===== src/rtl/ss_seq_if.sv =====
// ss_seq_if
// Groups the save-state sequencer's datapath signals into one bundle:
//   - the mapper save-state bus (ss_act, ss_addr, ss_oe, ss_we, ss_wdat, ss_rdat)
//   - the dump byte stream   (dout, dout_vld, dout_rdy)
//   - the restore byte stream (din, din_vld, din_rdy)
// Modports:
//   master : the sequencer side (drives the mapper bus and the dump stream,
//            consumes the restore stream)
//   slave  : the mapper / host-FIFO side
interface ss_seq_if #(
   parameter int AW = 8
);
   logic          ss_act;
   logic [AW-1:0] ss_addr;
   logic          ss_oe;
   logic          ss_we;
   logic [7:0]    ss_wdat;
   logic [7:0]    ss_rdat;
   logic [7:0]    dout;
   logic          dout_vld;
   logic          dout_rdy;
   logic [7:0]    din;
   logic          din_vld;
   logic          din_rdy;

   modport master (
      output ss_act, ss_addr, ss_oe, ss_we, ss_wdat,
      input  ss_rdat,
      output dout, dout_vld,
      input  dout_rdy,
      input  din, din_vld,
      output din_rdy
   );

   modport slave (
      input  ss_act, ss_addr, ss_oe, ss_we, ss_wdat,
      output ss_rdat,
      input  dout, dout_vld,
      output dout_rdy,
      output din, din_vld,
      input  din_rdy
   );
endinterface


===== src/rtl/ss_seq.sv =====
// ss_seq
// Save-state sequencer: initiator side of the mapper save-state port.
// On a host command it freezes the active mapper (ss_act) and walks its
// save-state register space, either dumping bytes out to a stream or
// restoring bytes from a stream back into the mapper.
// Ports:
//   clk, rst_n : clock, synchronous active-low reset
//   start      : one-cycle command strobe, honoured only when idle
//   dir        : 0 = dump, 1 = restore (sampled with start)
//   len        : byte count, 0 means 2^AW (sampled with start)
//   abort      : terminate the current operation
//   busy       : high from accepted start until done
//   done       : one-cycle completion / abort pulse
//   bus        : ss_seq_if master modport (mapper bus + dump/restore streams)
module ss_seq #(
   parameter int AW     = 8,
   parameter int RD_LAT = 2
) (
   input  logic          clk,
   input  logic          rst_n,
   input  logic          start,
   input  logic          dir,
   input  logic [AW-1:0] len,
   input  logic          abort,
   output logic          busy,
   output logic          done,
   ss_seq_if.master      bus
);

   localparam logic [2:0] LAT = 3'(RD_LAT);

   typedef enum logic [2:0] {
      IDLE,
      RD_REQ,
      RD_WAIT,
      RD_OUT,
      WR_IN,
      WR_STB,
      FINISH
   } state_t;

   state_t        state;
   state_t        state_nxt;
   logic [AW:0]   remain;
   logic [AW-1:0] addr;
   logic [2:0]    wait_cnt;
   logic [7:0]    dout_r;
   logic [7:0]    wdat_r;

   logic          load_cmd;
   logic          capture;
   logic          take;
   logic          step;

   // State register
   always_ff @(posedge clk) begin
      if (!rst_n) begin
         state <= IDLE;
      end else begin
         state <= state_nxt;
      end
   end

   // Next-state logic plus the datapath event strobes.
   // Abort always wins over a handshake in the same cycle, so an unconsumed
   // dump byte or a pending restore byte is simply dropped.
   always_comb begin
      state_nxt = state;
      load_cmd  = 1'b0;
      capture   = 1'b0;
      take      = 1'b0;
      step      = 1'b0;
      case (state)
         IDLE: begin
            if (start) begin
               load_cmd  = 1'b1;
               state_nxt = dir ? WR_IN : RD_REQ;
            end
         end
         RD_REQ: begin
            state_nxt = abort ? FINISH : RD_WAIT;
         end
         RD_WAIT: begin
            if (abort) begin
               state_nxt = FINISH;
            end else if (wait_cnt == 3'd1) begin
               capture   = 1'b1;
               state_nxt = RD_OUT;
            end
         end
         RD_OUT: begin
            if (abort) begin
               state_nxt = FINISH;
            end else if (bus.dout_rdy) begin
               step      = 1'b1;
               state_nxt = (remain == (AW+1)'(1)) ? FINISH : RD_REQ;
            end
         end
         WR_IN: begin
            if (abort) begin
               state_nxt = FINISH;
            end else if (bus.din_vld) begin
               take      = 1'b1;
               state_nxt = WR_STB;
            end
         end
         WR_STB: begin
            if (abort) begin
               state_nxt = FINISH;
            end else begin
               step      = 1'b1;
               state_nxt = (remain == (AW+1)'(1)) ? FINISH : WR_IN;
            end
         end
         FINISH: begin
            state_nxt = IDLE;
         end
         default: begin
            state_nxt = IDLE;
         end
      endcase
   end

   // Datapath: address, remaining count, read-latency counter and data latches.
   // The wait counter is loaded with RD_LAT during the read strobe and the
   // byte is captured on the edge where it would reach zero, so ss_rdat is
   // sampled exactly RD_LAT cycles after ss_oe.
   // A len of 0 becomes 2^AW simply by placing the zero flag in the top bit.
   always_ff @(posedge clk) begin
      if (!rst_n) begin
         remain   <= '0;
         addr     <= '0;
         wait_cnt <= '0;
         dout_r   <= '0;
         wdat_r   <= '0;
      end else begin
         if (load_cmd) begin
            addr   <= '0;
            remain <= {(len == '0), len};
         end
         if (state == RD_REQ) begin
            wait_cnt <= LAT;
         end else if (state == RD_WAIT) begin
            wait_cnt <= wait_cnt - 3'd1;
         end
         if (capture) begin
            dout_r <= bus.ss_rdat;
         end
         if (take) begin
            wdat_r <= bus.din;
         end
         if (step) begin
            addr   <= addr + AW'(1);
            remain <= remain - (AW+1)'(1);
         end
      end
   end

   // Strobes and handshake flags decode straight from the state register, so
   // they are glitch-free and all drop to zero together on reset.
   assign busy         = (state != IDLE) && (state != FINISH);
   assign done         = (state == FINISH);
   assign bus.ss_act   = busy;
   assign bus.ss_addr  = addr;
   assign bus.ss_oe    = (state == RD_REQ);
   assign bus.ss_we    = (state == WR_STB);
   assign bus.ss_wdat  = wdat_r;
   assign bus.dout     = dout_r;
   assign bus.dout_vld = (state == RD_OUT);
   assign bus.din_rdy  = (state == WR_IN);

endmodule


===== src/flat_wrapper.sv =====
// flat-port wrapper written by rule: the top's interface ports become plain ports
module ss_seq_flat 
#(
   parameter int AW     = 8,
   parameter int RD_LAT = 2
)
  (clk, rst_n, start, dir, len, abort, busy, done, bus_ss_act, bus_ss_addr, bus_ss_oe, bus_ss_we, bus_ss_wdat, bus_ss_rdat, bus_dout, bus_dout_vld, bus_dout_rdy, bus_din, bus_din_vld, bus_din_rdy);
  ss_seq_if #(.AW(AW)) bus_i ();
  input  logic clk;
  input  logic rst_n;
  input  logic start;
  input  logic dir;
  input  logic [AW-1:0] len;
  input  logic abort;
  output logic busy;
  output logic done;
  output wire logic [$bits(bus_i.ss_act)-1:0] bus_ss_act;
  output wire logic [$bits(bus_i.ss_addr)-1:0] bus_ss_addr;
  output wire logic [$bits(bus_i.ss_oe)-1:0] bus_ss_oe;
  output wire logic [$bits(bus_i.ss_we)-1:0] bus_ss_we;
  output wire logic [$bits(bus_i.ss_wdat)-1:0] bus_ss_wdat;
  input wire logic [$bits(bus_i.ss_rdat)-1:0] bus_ss_rdat;
  output wire logic [$bits(bus_i.dout)-1:0] bus_dout;
  output wire logic [$bits(bus_i.dout_vld)-1:0] bus_dout_vld;
  input wire logic [$bits(bus_i.dout_rdy)-1:0] bus_dout_rdy;
  input wire logic [$bits(bus_i.din)-1:0] bus_din;
  input wire logic [$bits(bus_i.din_vld)-1:0] bus_din_vld;
  output wire logic [$bits(bus_i.din_rdy)-1:0] bus_din_rdy;
  assign bus_ss_act = bus_i.ss_act;
  assign bus_ss_addr = bus_i.ss_addr;
  assign bus_ss_oe = bus_i.ss_oe;
  assign bus_ss_we = bus_i.ss_we;
  assign bus_ss_wdat = bus_i.ss_wdat;
  assign bus_i.ss_rdat = bus_ss_rdat;
  assign bus_dout = bus_i.dout;
  assign bus_dout_vld = bus_i.dout_vld;
  assign bus_i.dout_rdy = bus_dout_rdy;
  assign bus_i.din = bus_din;
  assign bus_i.din_vld = bus_din_vld;
  assign bus_din_rdy = bus_i.din_rdy;
  ss_seq #(.AW(AW), .RD_LAT(RD_LAT)) u_core (.clk(clk), .rst_n(rst_n), .start(start), .dir(dir), .len(len), .abort(abort), .busy(busy), .done(done), .bus(bus_i));
endmodule

===== config.mk =====
export PLATFORM = sky130hd
export DESIGN_NAME = ss_seq_flat
export DESIGN_NICKNAME = d
export VERILOG_FILES = /design/src/rtl/ss_seq_if.sv /design/src/rtl/ss_seq.sv /design/src/flat_wrapper.sv
export SDC_FILE = /design/constraint.sdc
export NUM_CORES = 1
export LEC_CHECK = 0
export BUFFER_PORTS_ARGS = -buffer_cell sky130_fd_sc_hd__buf_4
export CORE_UTILIZATION = 55
export CTS_CLUSTER_DIAMETER = 40
export DETAILED_ROUTE_END_ITERATION = 10
export GPL_TIMING_DRIVEN = 1
export PLACE_DENSITY = 0.89
export SYNTH_ARGS = -nofsm -noshare
export SYNTH_HDL_FRONTEND = slang
export SYNTH_SLANG_ARGS = --single-unit

===== constraint.sdc =====
create_clock -name clk -period 4.3 [get_ports clk]
set_clock_uncertainty 0.15 [all_clocks]
set_input_delay 0.43 -clock clk [delete_from_list [all_inputs] [get_ports clk]]
set_output_delay 0.43 -clock clk [all_outputs]
set_load 0.03 [all_outputs]

Word level (Yosys, flattened, before mapping)
Cells that the tools add are included.
{ "totals": {"out_inout_bits": 31, "wordCells": 63, "regBits": 39} }
{ "op_classes": {"bitwise": 1, "eq_ne": 13, "n_mux": 31, "reduce_logical": 8, "add_sub_neg": 3} }
{ "ops": {"columns": ["cell", "count"], "rows": [
  ["2-to-1 mux 3 bit", 11],
  ["2-to-1 mux 9 bit", 2],
  ["case mux 3 bit (6 select lines)", 1],
  ["2-to-1 mux 8 bit", 2],
  ["2-to-1 mux 1 bit", 11],
  ["equality test 3 bit, second input constant", 3],
  ["equality test 9 x 1 -> 1 bit, second input constant", 1],
  ["subtractor 9 x 1 -> 9 bit, second input constant", 1],
  ["adder 8 x 1 -> 8 bit, second input constant", 1],
  ["logical NOT 8 bit", 1],
  ["equality test 3 x 1 -> 1 bit, second input constant", 2],
  ["equality test 3 x 2 -> 1 bit, second input constant", 2],
  ["2-to-1 mux 2 bit", 3],
  ["inequality test 3 x 2 -> 1 bit, second input constant", 2],
  ["inequality test 3 bit, second input constant", 2],
  ["AND reduction 4 bit", 1],
  ["nonzero test 2 bit", 2],
  ["logical NOT 3 bit", 1],
  ["nonzero test 3 bit", 1],
  ["subtractor 3 x 1 -> 3 bit, second input constant", 1],
  ["inequality test 2 bit, second input constant", 1],
  ["case mux 1 bit (2 select lines)", 1],
  ["OR reduction 2 bit", 1],
  ["logical AND 1 bit", 1],
  ["inverter 1 bit", 1]
]} }

Longest topological paths before layout
Gate-level depths: netlist of the first run.
{ "logic_depth": {"depth_word": 5, "mapped_depth": 7} }

Worst setup path before layout of the first run
OpenSTA, ideal clock, no wires.
{ "synth_path": {"path_kind": "reg-to-output", "from": "register u_core.state[0]", "to": "output bus_ss_oe", "path_slack_ns": 2.178, "n_path_buf": 2, "arrival_ns": 1.542, "stages_incl_launch_ff": 5, "path_cell_list": "dfxtp_1 buf_2 clkbuf_1 inv_1 nor3_1"} }
{ "synth_via": {"elab_chain_cells": 1} }
{ "synth_lines": {"columns": ["item", "line", "source"], "rows": [
  ["start: declaration", "ss_seq.sv:42", "state_t state;"],
  ["start signal: assignment", "ss_seq.sv:60", "state <= state_nxt;"],
  ["equality test 3 x 1 -> 1 bit", "ss_seq.sv:165", "assign bus.ss_oe = (state == RD_REQ);"],
  ["end: declaration", "flat_wrapper.sv:19", "output wire logic [$bits(bus_i.ss_oe)-1:0] bus_ss_oe;"]
]} }
No other way between the ends.

Final worst setup path of the first run
{ "layout_path": {"from": "register u_core.state[2]", "to": "output bus_ss_act"} }
{ "layout_via": {"elab_chain_cells": 2, "word_cells_on_any_way": 3, "classes_between": "eq/ne (1); reduce/logical (2)"} }
{ "layout_lines": {"columns": ["item", "line", "source"], "rows": [
  ["inequality test 3 bit or nonzero test 3 bit (tied branches)", "ss_seq.sv:161", "assign busy = (state != IDLE) && (state != FINISH);"],
  ["logical AND 1 bit (*)", "ss_seq.sv:161", null],
  ["end: declaration", "flat_wrapper.sv:17", "output wire logic [$bits(bus_i.ss_act)-1:0] bus_ss_act;"]
]} }
Mark *: on every way between the ends. The rest lies on a longest branch, timed or not.

==> impl_metrics.csv, run 1 <==
group,metric,value,unit
route,drc,0,
setup_path,crit_type,"reg -> out",
timing,worst_pin_slew,0.988,ns
timing,slew_viol_final,0,
cts,cts.path.max_buffers,2,
floorplan,die_area,4120,µm²
synthesis,avgSynthCellArea,8.78,µm²
min_path,hold_end,"u_core.bus.ss_wdat[2]",
floorplan,rows,22,
floorplan,die_w,64.2,µm
global_route,antenna_found_initial,0,
cts,cts_tree,"done",
synthesis,yosysSeqAreaShare,36.7,%
place,dpl.hpwl,3460,µm
route,vias,2035,
synthesis,synth.distinct_cells,51,
layout,final_common_cell,"buf_4",
cts,cts_resized,0,
floorplan,start_util,57.6,%
pwr,power.leakage,1.17,nW
cts,htree_levels,2,
setup_path,worst_r2r_endpoint,"u_core.bus.dout[0]",
timing,slew_headroom,33.7,%
synthesis,ys_warn_count,0,
layout,mostFrequentLayoutCells,"buf_4 (62), dfxtp_1 (39), nor2_1 (24)",
cts,clock_sinks,39,
synthesis,yosys.area_share.adder,2.94,%
route,first_pass_iters,5,
min_path,whs_path_depth,3,
layout,design_area,2650,µm²
setup_path,critPathCaptureType,"primary output",
timing,setup_viol,0,
layout,areaGrowthSynthToFinish,24.9,%
layout,antenna_cells,0,
floorplan,num_io_pins,62,
timing,tns,0,ns
synthesis,synthSimpleGateAreaFrac,23.6,%
route,wl_per_cell,14.1,µm
job,cap_violations,0,
route,drt-initial-drc-count,167,
setup_path,ff2ff_setup_slack,2.00,ns
setup_path,worstPathArrival,1.83,ns
timing,fmax,415,MHz
synthesis,synth_top_family_by_area,"simple AND/OR/NAND/NOR gates",
timing,rsz0062_at_grt,"no",
global_route,grt_overflow,0,
setup_path,critPathLaunchType,"flip-flop",
place,port_buffers,61,
timing,fin_crit,2.41,ns
cts,clkLatencyLatePin,0.29,ns
place,placed_cell_area,2570,µm²
pwr,total_power,1.35,mW
cts,hold_buffers,0,
floorplan,core_area,3690,µm²
synthesis,synth_area,2120,µm²
place,routabilityCongestion,0.830,
setup_path,r2r-start,"u_core.state[1]",
min_path,hold_class,"in -> reg",
min_path,hp-start,"bus_din[2]",
floorplan,die_y,64.2,µm
synthesis,synth_ff_type,"dfxtp_1",
synthesis,synth_edf_count,0,
global_route,grtUsageTotal,24.8,%
synthesis,synth_compound_area_share,21.0,%
synthesis,ys_ff_latch,39,
timing,period_share,56.1,%
timing,hold_violations,0,
route,ant_nets,0,
pwr,power.density,511,nW/µm²
synthesis,async_flop_share,0,%
synthesis,synth_mux_area_share,9.89,%
route,vias_per_cell,5.93,
global_route,grt_max_degree,37,
route,wl,4850,µm
setup_path,cp_max_fo,22,
layout,drive_gt1_share,26.4,%
cts,numCtsBuffers,5,
global_route,grt_pass1_vias,1815,
cts,cts_root_buffer,"clkbuf_8",
setup_path,startpoint,"u_core.state[2]",
setup_path,crit_required,3.72,ns
layout,fin_util,71.9,%
cts,clk_pin_slew,0.08,ns
pwr,peakVddDrop,372,µV
setup_path,reg2regPathDepth,4,
synthesis,synth_cells,242,
run_status,status,"complete, no violations",
synthesis,synth.net_count,278,
cts,cts_setup_buffers,0,
synthesis,synthXorXnorAreaFrac,0.412,%
global_route,grt_pass1_wl,8000,µm
layout,nets,330,
==> critical path, cell delays in order (launching register included) <==
cell,delay (ns)
dfxtp_1,0.78
nor2b_1,0.20
or3_1,0.38
buf_4,0.18
==> cell usage after synthesis (all sizes together), types with 6 or more instances <==
master | number | area (µm²)
buf | 11 | 60.1
inv | 8 | 30.0
o211ai | 6 | 45.0
o21ai | 7 | 35.0
clkbuf | 6 | 22.5
nand2b | 6 | 52.6
mux2i | 21 | 210
nand3 | 12 | 60.1
a21oi | 14 | 81.3
nand2 | 17 | 63.8
nor2 | 24 | 90.1
dfxtp | 39 | 781
==> cell type report <==
class,instances,area (µm²)
fill,304,1040
inverter,9,33.8
sequential,39,781
timing repair buffer,62,465
clock inverter,2,12.5
multi-input combinational,177,1230
tap,48,60.1
clock buffer,6,72.6
==> worst max-delay path by stage <==
stage / slack (ns) / endpoint / depth (start not counted)
2_1_floorplan: 2.18 / bus_ss_oe / 4
3_3_place_gp: 2.09 / u_core.bus.dout[0] / 4
3_5_place_dp: 2.01 / u_core.bus.dout[7] / 4
4_1_cts: 1.88 / bus_ss_act / 3
5_1_grt: 1.73 / bus_ss_act / 3
6_report: 1.89 / bus_ss_act / 3
==> layer usage <==
metal  GRT usage, %  up-vias  routed length (µm)  part of all wire, %
li1               -      996                   -                    -
met4           10.6        0                 102                  2.1
met5              0        -                   0                    0
met3           4.82       10                 322                  6.6
met1           31.0      943                2080                   43
met2           41.6       86                2340                   48
==> power breakdown <==
part / switching [mW] / internal, mW
registers: 0.102 / 0.414
logic: 0.335 / 0.258
clock network: 0.132 / 0.113
==> per-stage QoR <==
step | hold slack (ns) | cells | setup WS, ns
final | 0.215 | 343 | 1.89
after global routing | 0.212 | 343 | 1.73
after CTS | 0.211 | 343 | 1.88
after detailed placement | 0.330 | 335 | 2.01
after global placement | 0.324 | 335 | 2.09
after floorplan | 0.321 | 242 | 2.18
==> flip-flops by register name, summed over array words and instances, names as in the netlist <==
| signal | flops |
|---|---|
| u_core.bus.ss_addr | 8 |
| u_core.wait_cnt | 3 |
| u_core.bus.dout | 8 |
| u_core.bus.ss_wdat | 8 |
| u_core.state | 3 |
| u_core.remain | 9 |
==> logic make-up after synthesis <==
kind of cell,after synthesis
multiplexers,21
AO/OA/AOI/OAI,59
adder cells (fa/ha/maj),5
AND/OR/NAND/NOR,91
flip-flops,39
XOR/XNOR,1
buffers and inverters,26
(Power assumes the default switching activity.)
==> inputs of run 2 (changes only) <==
- ABC_AREA: unset -> 1
- CORE_UTILIZATION: 55 -> 46
- PLACE_DENSITY: 0.89 -> 0.8
- clock period: 4.3 -> 1.95 ns (I/O delays scaled with it)
==> impl_metrics.csv, run 2 <==
group,metric,value,unit
pwr,total_power,3.22,mW
floorplan,core_area,4350,µm²
timing,rsz0062_at_grt,"no",
cts,clk_pin_slew,0.09,ns
floorplan,die_area,4820,µm²
layout,areaGrowthSynthToFinish,36.7,%
synthesis,synth_area,2090,µm²
timing,period_share,90.8,%
global_route,antenna_found_initial,0,
pwr,clockPowerShare,21.9,%
global_route,grt_pass1_vias,2175,
floorplan,start_util,48.0,%
cts,cts_root_buffer,"clkbuf_8",
setup_path,crit_path_max_incr_delay,0.47,ns
timing,hold_violations,0,
route,vias,2247,
synthesis,avgSynthCellArea,6.62,µm²
timing,worst_pin_slew,0.377,ns
global_route,grtUsageTotal,22.9,%
timing,tns,0,ns
pwr,power.density,1130,nW/µm²
pwr,seqPwrFrac,32.7,%
cts,cts.path.max_buffers,2,
synthesis,ys_warn_count,0,
synthesis,synth.net_count,352,
synthesis,yosysSeqAreaShare,37.3,%
synthesis,ys_ff_latch,39,
timing,fin_crit,1.77,ns
setup_path,crit_family,"simple AND/OR/NAND/NOR gates",
setup_path,critPathLaunchType,"flip-flop",
pwr,p_switching,1.40,mW
synthesis,synth_edf_count,0,
cts,cts_setup_buffers,0,
global_route,grt_overflow,0,
setup_path,cp_max_fo,21,
place,port_buffers,61,
floorplan,die_w,69.4,µm
place,dpl.hpwl,3630,µm
place,routabilityCongestion,0.851,
timing,setup_viol,0,
synthesis,synth_cells,316,
route,vias_per_cell,5.02,
setup_path,crit_required,2.00,ns
synthesis,synth_top_area_share,37.3,%
pwr,p_sw_share,43.4,%
timing,fmax,565,MHz
cts,cts_tree,"done",
setup_path,path_cells,"nand2_1 > nor2_4 > nand3_2 > nand2_4 > nor2_2 > nand2_1 > nand3_1 > nand2_1 > inv_1",
route,drc,0,
setup_path,worstPathArrival,1.82,ns
run_status,status,"complete, no violations",
pwr,p_int,1.82,mW
layout,mostFrequentLayoutCells,"nand2_1 (80), buf_4 (62), nor2_1 (52)",
timing,slew_headroom,74.8,%
timing,slew_viol_final,0,
synthesis,synth.distinct_cells,30,
route,wl,5360,µm
synthesis,async_flop_share,0,%
layout,drive_gt1_share,22.2,%
pwr,combPwrFrac,45.4,%
job,cap_violations,0,
synthesis,synth_ff_type,"dfxtp_1",
synthesis,synth_top_area_cell,"dfxtp_1",
synthesis,synth_area_leaders,"dfxtp_1 (37%), nand2_1 (14%), nor2_1 (9.3%), nand3_1 (6.5%), inv_1 (6.3%)",
floorplan,num_io_pins,62,
layout,final_common_cell,"nand2_1",
floorplan,die_y,69.4,µm
route,first_pass_iters,4,
cts,clkLatencyLatePin,0.30,ns
global_route,grt_max_degree,30,
route,ant_nets,0,
setup_path,crit_type,"reg -> reg",
setup_path,ff2ff_setup_slack,0.18,ns
setup_path,critPathCaptureType,"flip-flop",
setup_path,cp_num_buf_inv,1,
layout,largest_reg_flops,9,
layout,antenna_cells,0,
cts,numCtsBuffers,5,
setup_path,cp_slowest_cell,"dfxtp_1",
global_route,grt_pass1_wl,9090,µm
synthesis,synthTopCellsByCount,"nand2_1 (80), nor2_1 (52), dfxtp_1 (39), inv_1 (35), nand3_1 (27)",
layout,nets,431,
floorplan,rows,24,
layout,largest-register,"u_core.remain",
cts,htree_levels,2,
cts,clock_sinks,39,
route,drt-initial-drc-count,88,
pwr,peakVddDrop,649,µV
synthesis,synth_most_common_cell,"nand2_1",
route,wl_per_cell,12.0,µm
timing,hold_slack,0.0445,ns
min_path,hold_class,"in -> reg",
pwr,power.leakage,1.41,nW
setup_path,cpMostUsedCell,"nand2_1",
## run 2: worst reg2reg max path: stages (launching register included)
cell     delay, ns
dfxtp_1       0.47
nand2_1       0.13
nor2_4        0.16
nand3_2       0.14
nand2_4       0.24
nor2_2        0.13
nand2_1       0.08
nand3_1       0.06
nand2_1       0.07
inv_1         0.04
## run 2: area by class of cell
type                       instances  area (µm²)
fill                             378        1500
multi-input combinational        233        1130
sequential                        39         781
timing repair buffer              78         626
inverter                          38         145
clock buffer                       5        68.8
tap                               52        65.1
clock inverter                     3        46.3
## run 2: stage by stage
stage	setup WS (ns)	util, %	instances	instance area [µm²]
after global routing	0.0351	65.7	448	2860
final	0.179	65.7	448	2860
after floorplan	0.0217	-	316	2090
after CTS	0.194	65.7	448	2860
after detailed placement	0.210	59.3	424	2580
after global placement	0.299	59.3	424	2580
## run 2: kinds of logic after synthesis
kind of cell             after synthesis  share of synthesized area [%]
AND/OR/NAND/NOR                      181                           38.8
AO/OA/AOI/OAI                         46                           11.7
buffers and inverters                 44                           8.79
flip-flops                            39                           37.3
adder cells (fa/ha/maj)                5                           2.99
XOR/XNOR                               1                          0.419
## run 2: repair_timing
item	4_1_cts	5_1_grt
hold buffers	16	0
hold endpoints to repair	16	0
gates resized for setup	0	0
setup endpoints to repair	0	0
## run 2: worst paths after layout
path / start / endpoint / depth (start not counted)
max: u_core.state[1] / u_core.remain[0] / 9
min: len[4] / u_core.remain[4] / 5
max reg2reg: u_core.state[1] / u_core.remain[0] / 9
min reg2reg: u_core.remain[6] / u_core.remain[6] / 2
## run 2: power by group through the flow
stage	Sequential [mW]	Combinational, mW	Clock (mW)
after floorplan	1.10	1.02	0
after global placement	1.06	1.38	0
after detailed placement	1.07	1.41	0
after CTS	1.05	1.45	0.720
after global routing	1.08	1.63	0.751
final	1.05	1.46	0.706
## run 2: layer usage
metal / vias to the layer above / track usage [%] / wire [µm]
met5: - / 0 / 0
met1: 1015 / 27.1 / 2440
met2: 60 / 39.8 / 2520
li1: 1165 / - / -
met3: 7 / 6.25 / 333
met4: 0 / 7.26 / 65
